**src/rtl/svm_phase_sequencer.sv**
```systemverilog
// Step/direction sequencer and current scheduler for the two-phase space vector modulator.
// Turns step edges into phase_ct moves and schedules the amplitude through off/run/ramp/hold.
module svm_phase_sequencer #(
  parameter int unsigned phase_ct_bits = 8,
  parameter int unsigned timeout_bits  = 24
) (
  input  logic                     clk,
  input  logic                     resetn,
  input  logic                     enable,
  input  logic                     step,
  input  logic                     dir,
  input  logic [2:0]               microstep_shift,
  input  logic [7:0]               run_current,
  input  logic [7:0]               hold_current,
  input  logic [timeout_bits-1:0]  idle_timeout,
  input  logic [7:0]               ramp_div,
  output logic [phase_ct_bits-1:0] phase_ct,
  output logic [7:0]               current,
  output logic [1:0]               state,
  output logic                     step_dropped
);

  localparam int unsigned MaxShift = phase_ct_bits - 2;
  localparam logic [phase_ct_bits-1:0] PhaseOne = phase_ct_bits'(1);

  typedef enum logic [1:0] {
    StOff  = 2'd0,
    StRun  = 2'd1,
    StRamp = 2'd2,
    StHold = 2'd3
  } state_e;

  state_e                   state_q;
  logic                     step_q;
  logic                     dropped_q;
  logic [phase_ct_bits-1:0] phase_q;
  logic [7:0]               current_q;
  logic [timeout_bits-1:0]  timeout_q;
  logic [7:0]               div_q;

  logic                     step_edge;
  logic [31:0]              shift_eff;
  logic [phase_ct_bits-1:0] phase_inc;
  logic [phase_ct_bits-1:0] phase_next;
  logic                     timeout_hit;
  logic                     above_hold1;

  always_comb begin
    step_edge   = step & ~step_q;
    shift_eff   = (32'(microstep_shift) > MaxShift) ? MaxShift : 32'(microstep_shift);
    phase_inc   = PhaseOne << (MaxShift - shift_eff);
    phase_next  = dir ? (phase_q + phase_inc) : (phase_q - phase_inc);
    timeout_hit = (idle_timeout != '0) && (timeout_q == (idle_timeout - timeout_bits'(1)));
    // 9-bit compare so hold_current = 255 cannot wrap.
    above_hold1 = {1'b0, current_q} > ({1'b0, hold_current} + 9'd1);
  end

  always_ff @(posedge clk) begin
    if (!resetn) begin
      state_q   <= StOff;
      step_q    <= 1'b0;
      dropped_q <= 1'b0;
      phase_q   <= '0;
      current_q <= '0;
      timeout_q <= '0;
      div_q     <= '0;
    end else begin
      step_q    <= step;
      dropped_q <= 1'b0;
      if (!enable) begin
        // Disable wins over a simultaneous step edge, which is dropped.
        state_q   <= StOff;
        current_q <= '0;
        dropped_q <= step_edge;
      end else if (state_q == StOff) begin
        state_q   <= StRun;
        current_q <= run_current;
        timeout_q <= '0;
        div_q     <= '0;
        dropped_q <= step_edge;
      end else if (step_edge) begin
        phase_q   <= phase_next;
        state_q   <= StRun;
        current_q <= run_current;
        timeout_q <= '0;
        div_q     <= '0;
      end else begin
        unique case (state_q)
          StRun: begin
            current_q <= run_current;
            if (timeout_hit) begin
              state_q <= StRamp;
              div_q   <= '0;
            end else begin
              timeout_q <= timeout_q + timeout_bits'(1);
            end
          end
          StRamp: begin
            // Never ramps upward: at or below the hold level, settle on it.
            if (current_q <= hold_current) begin
              current_q <= hold_current;
              state_q   <= StHold;
            end else if (div_q == ramp_div) begin
              div_q <= '0;
              if (above_hold1) begin
                current_q <= current_q - 8'd1;
              end else begin
                current_q <= hold_current;
                state_q   <= StHold;
              end
            end else begin
              div_q <= div_q + 8'd1;
            end
          end
          StHold: current_q <= hold_current;
          default: ;
        endcase
      end
    end
  end

  assign phase_ct     = phase_q;
  assign current      = current_q;
  assign state        = state_q;
  assign step_dropped = dropped_q;

endmodule

```
**config.mk**
```make
export PLATFORM = sky130hd
export DESIGN_NAME = svm_phase_sequencer
export DESIGN_NICKNAME = d
export VERILOG_FILES = /design/src/rtl/svm_phase_sequencer.sv
export SDC_FILE = /design/constraint.sdc
export NUM_CORES = 1
export LEC_CHECK = 0
export BUFFER_PORTS_ARGS = -buffer_cell sky130_fd_sc_hd__buf_2
export CORE_ASPECT_RATIO = 0.6
export CORE_MARGIN = 3
export CORE_UTILIZATION = 58
export CTS_CLUSTER_DIAMETER = 80
export DETAILED_ROUTE_END_ITERATION = 7
export PLACE_DENSITY = 0.79
export SKIP_LAST_GASP = 1
export SLEW_MARGIN = 10
export SYNTH_ARGS = -nofsm -noshare
export SYNTH_HDL_FRONTEND = slang
export SYNTH_SLANG_ARGS = --single-unit
```
**constraint.sdc**
```tcl
create_clock -name clk -period 6.1 [get_ports clk]
set_clock_uncertainty 0.1 [all_clocks]
set_input_delay 0.915 -clock clk [delete_from_list [all_inputs] [get_ports clk]]
set_output_delay 0.915 -clock clk [all_outputs]
set_load 0.01 [all_outputs]
```
After elaboration in Yosys (flattened, before gate mapping)
Cells that the tools add are included.

word-level totals
  output and inout bits = 19
  input port bits = 56
  register bits = 52
  word-level logic and storage cells = 80

operators by class
  eq/ne operators = 13
  add/sub/neg operators = 8
  bitwise operators = 5
  muxes and demuxes = 27
  shift-type cells = 1
  reduce and logical (&&, ||, !) cells = 15
  $lt $le $gt $ge = 3

operators with widths
  kind                                                                  number
  24-bit 2-to-1 mux                                                     4
  8-bit 2-to-1 mux                                                      11
  1-bit by 32-bit left shift with 8-bit output, first input constant    1
  24-bit by 1-bit adder with 24-bit output, second input constant       1
  24-bit equality test                                                  1
  8-bit case mux with 3 select lines                                    1
  24-bit nonzero test                                                   1
  24-bit by 1-bit subtractor with 24-bit output, second input constant  1
  8-bit case mux with 2 select lines                                    1
  4-bit AND reduction                                                   3
  5-bit inequality test, second input constant                          2
  8-bit by 1-bit adder with 9-bit output, second input constant         1
  8-bit by 9-bit > comparator with 1-bit output                         1
  8-bit by 1-bit adder with 8-bit output, second input constant         1
  8-bit adder                                                           1
  8-bit equality test                                                   1
  8-bit <= comparator                                                   1
  2-bit 2-to-1 mux                                                      4
  4-bit inequality test, second input constant                          2
  8-bit by 1-bit subtractor with 8-bit output, second input constant    1
  8-bit subtractor                                                      1
  3-bit inequality test, second input constant                          2
  3-bit AND reduction                                                   2
  5-bit nonzero test                                                    1
  other kinds (18)                                                      26

Depth between registers and ports, before layout
  word-level depth = 8
  gate-level depth with buffers = 20
  depth with buffers taken out = 19

Least setup slack after synthesis
OpenSTA, ideal clock, no wires.

  path kind = input port to flip-flop
  start point = input port microstep_shift[1]
  end point = register phase_q[7], in the netlist phase_ct[7]
  arrival = 4.351 ns
  stages = 20
  setup time = 0.115 ns
  required time = 5.885 ns
  buffers on the path = 1
  path slack = 1.534 ns
  path through = ha_1 > nand2b_1 > inv_1 > ha_1 > xnor2_1 > clkbuf_1 > nand3_1 > ha_1 > nand2_1 > o21ai_0 > ha_1 > a21o_1 > a21oi_1 > o21bai_1 > a21oi_1 > o21ai_0 > xnor2_1 > nand2_1 > xnor2_1 > and2_1

between the ends
  word-level cells in the longest chain between the ends = 6
  elaborated cells between the ends (all ways) = 7
  classes of those cells = add/sub (3); order compare (1); shift (1); mux (2)

ends and longest elaborated chain
  item                                                    RTL line  RTL
  from (decl)                                             12        input logic [2:0] microstep_shift,
  3-bit > comparator                                      50        shift_eff = (32'(microstep_shift) > MaxShift) ? MaxShift : 32'(microstep_shift);
  3-bit 2-to-1 mux (*)                                    50
  3-bit by 3-bit subtractor with 4-bit output (*)         51        phase_inc = PhaseOne << (MaxShift - shift_eff);
  1-bit by 32-bit left shift with 8-bit output (*)        51
  8-bit subtractor / 8-bit adder (equally long branches)  52        phase_next = dir ? (phase_q + phase_inc) : (phase_q - phase_inc);
  8-bit 2-to-1 mux (*)                                    52
  to (signal assigned)                                    82        phase_q <= phase_next;
  to (decl)                                               36        logic [phase_ct_bits-1:0] phase_q;

Mark *: on every way between the ends. The rest lies on a longest branch, timed or not.
A chain may end at the register's enable or synchronous reset.

Worst setup path after layout
Ends and elaborated chain as after synthesis.

==> results_dict.tcl <==
set metrics [dict create \
    wl_per_cell_um 16.69 \
    cts_setup_buffers 0 \
    maxSlewViolCount 0 \
    wl_met3_um 824 \
    ios 75 \
    overflow 0 \
    r2r_slack_ps 2930 \
    dieArea_sq_mm 0.009321 \
    hold_path_end "timeout_q[12]" \
    hold_viol 0 \
    syn_to_final_growth_pct 11.94 \
    crit_path_frequent_cell "ha_1" \
    drive_gt1_share_pct 14.78 \
    start_kind "primary input" \
    cp.required_ps 6210 \
    hold_ws_ps 414.9 \
    startpoint "microstep_shift[1]" \
    drt_pass1_iterations 5 \
    p_sw_share_pct 32.10 \
    p_sw_uw 276.2 \
    fin_ws_ps 764.6 \
    synth_area_sq_mm 0.004736 \
    power_frac_comb_pct 24.4 \
    nFillCells 638 \
    crit_path_end_kind "flop" \
    path_delay_family "adder cells" \
    async_reset_ff_share_pct 0 \
    rsz0062_at_grt "no" \
    drtIter0Drc 465 \
    grt_max_degree 37 \
    path_clk_slew_ps 80 \
    cts_made_buffers 5 \
    core_sq_mm 0.007597 \
    fmax_ghz 0.1874 \
    antenna_found_initial 0 \
    grt_pass1_vias 4537 \
    cp.arrival_ps 5440 \
    netlist_instances 606 \
    synth.yosys.seq_area_share_pct 21.98 \
    htreeDepth 2 \
    tns_ps 0 \
    synth.distinct_cells 68 \
    clock-root-buffer "clkbuf_16" \
    worstHoldStart "timeout_q[12]" \
    place_congestion 0.9529 \
    die_w_um 122.7 \
    track_usage_pct 27.59 \
    start_util_pct 62.34 \
    synthTopCellsByCount "52 x dfxtp_1, 42 x nor2_1, 40 x nand2_1, 37 x ha_1, 36 x o21ai_0" \
    finalCriticalPeriod_ps 5335 \
    crit_cells 20 \
    antenna_cells 0 \
    clk_latency_ps 310 \
    grt_pass1_wl_mm 21.42 \
    min_path_cells 2 \
    fin_cells 774 \
    synth_area_leader_cell "dfxtp_1" \
    cts.path.max_buffers 2 \
    synth_most_common_cell "dfxtp_1" \
    p_leak_uw 0.002161 \
    yosysWarnings 0 \
    synth_area_leaders "dfxtp_1 22%, ha_1 9.8%, xnor2_1 6.3%, xor2_1 4.3%, o21ai_0 3.8%" \
    postRouteAntennaNets 0 \
    power_frac_seq_pct 40.9 \
    worst_path_max_delay_cell "xnor2_1" \
    ir_drop_mv 0.1000 \
    fp-row-count 24 \
    clkPwrFrac_pct 34.7 \
    place_ws_ps 601.5 \
    met2_wirelength_mm 5.737 \
    final-setup-viol-count 0 \
    vias_per_cell 6.395 \
    intPower_uw 584.3 \
    critPathKind "in -> reg" \
    holdBufCountCts 0 \
    relSlewSlack_pct 37.21 \
    dp_cells 766 \
    max_cap_violations 0 \
    post-route-drc-count 0 \
    cts_resized 0 \
    crit_chain "buf_2, ha_1, nand2b_1, inv_1, ha_1, xnor2_1, nand3_1, ha_1, nand2_1, o21ai_0, ha_1, a21o_1, a21oi_1, o21bai_1, a21oi_1, o21ai_0, xnor2_1, nand2_1, xnor2_1, and2_1" \
    critPathMaxStageDelay_ps 770 \
    hold_class "reg -> reg" \
    die_y_um 76.00 \
    power_density_mw_per_mm2 162.3 \
    netlist.area_leader.share_pct 21.98 \
    fin_nets 763 \
    tightest_slew_ps 935.2 \
    clock_sinks 52 \
    vias 4950 \
    worst-path-max-fanout 13 \
    syn_area_per_cell_sq_um 7.815 \
    synth_edf_count 0 \
    io_buffers 74 \
    met1Wirelength_mm 6.168 \
    wl_mm 12.92 \
    synth_top_flop_cell "dfxtp_1" \
    r2r-start "timeout_q[8]" \
    finalPower_uw 860.5 \
    dp_hpwl_mm 10.06 \
    yosys_register_bits 52 \
    cts_tree "built" \
    rr_worst_depth 9 \
    syn_nets 700 \
    routed.top_layer "met4" \
    finalCritPeriodShare_pct 87.47 \
    r2r_end "timeout_q[10]" \
    outcome "finished clean" \
    critPathBufInv 2 \
]
## worst register-to-register path, delay by kind of cell (launching register included)
kind	cells	cell delay (ps)
simple gates	2	790
xor+xnor	1	260
compound gates	6	1550
flops	1	390
## area by class of cell
class / instances / area (sq um) / area share, %
multi-input combinational: 510 / 3512 / 66.25
sequential: 52 / 1041 / 19.64
inverter: 26 / 97.59 / 1.841
clock buffer: 5 / 125.1 / 2.360
clock inverter: 3 / 25.02 / 0.4720
tap: 104 / 130.1 / 2.455
timing repair buffer: 74 / 370.4 / 6.986
## cells by family after synthesis
| kind of cell | Yosys count | share of synthesized area [%] |
|---|---|---|
| AOI/OAI and AO/OA | 166 | 23.38 |
| xor gates and xnor gates | 57 | 10.54 |
| muxes | 7 | 1.532 |
| and+or+nand+nor | 242 | 28.51 |
| DFF | 52 | 21.98 |
| buffers and inverters | 44 | 3.857 |
| adders and majority gates | 38 | 10.20 |
## state kept, by name, indices dropped and copies added, names as in the netlist
name	count
step_dropped	1
phase_ct	8
current	8
timeout_q	24
state	2
div_q	8
step_q	1
## power by group through the flow
stage | combinational [uW] | sequential, uW | clock [uW]
2_1_floorplan | 139 | 360 | 0
3_3_place_gp | 195 | 360 | 0
3_5_place_dp | 204 | 360 | 0
4_1_cts | 206 | 352 | 301
5_1_grt | 234 | 353 | 312
6_report | 210 | 352 | 298
## metal layers
metal | track usage (%) | vias up
met5 | 0 | -
met3 | 4.377 | 31
met1 | 40.25 | 2339
met2 | 42.90 | 189
li1 | - | 2391
met4 | 5.698 | 0
## cell usage in the layout (no fill, tap or decap), drive strengths merged, types with 4 or more instances in the layout
cell type	count
and3	13
nand2b	13
a21oi	33
nand3	26
or2	4
o21a	4
a21o	6
xnor2	34
buf	74
nand2	40
dfxtp	52
nand4	16
nor2b	10
or3	18
o21ai	44
a221oi	8
nor2	43
nor4	7
nor3	19
ha	37
and2	8
xor2	23
mux2i	5
a21boi	6
or4	7
a211oi	12
a31oi	6
and4	5
inv	28
clkbuf	5
o31ai	10
o211ai	13
## through the flow
step	util (%)	instance area, sq um
after floorplan	-	4736
after global routing	69.78	5301
final	69.78	5301
after detailed placement	67.80	5151
after CTS	69.78	5301
after global placement	67.80	5151
## how the worst max path moves through the flow
stage                              to  slack (ps)
after global placement    phase_ct[7]         930
after detailed placement  phase_ct[7]         600
final                     phase_ct[7]         760
after CTS                 phase_ct[7]         890
after global routing      phase_ct[7]         360
after floorplan           phase_ct[7]        1530
Note: power is estimated with default switching activity, not from simulation.
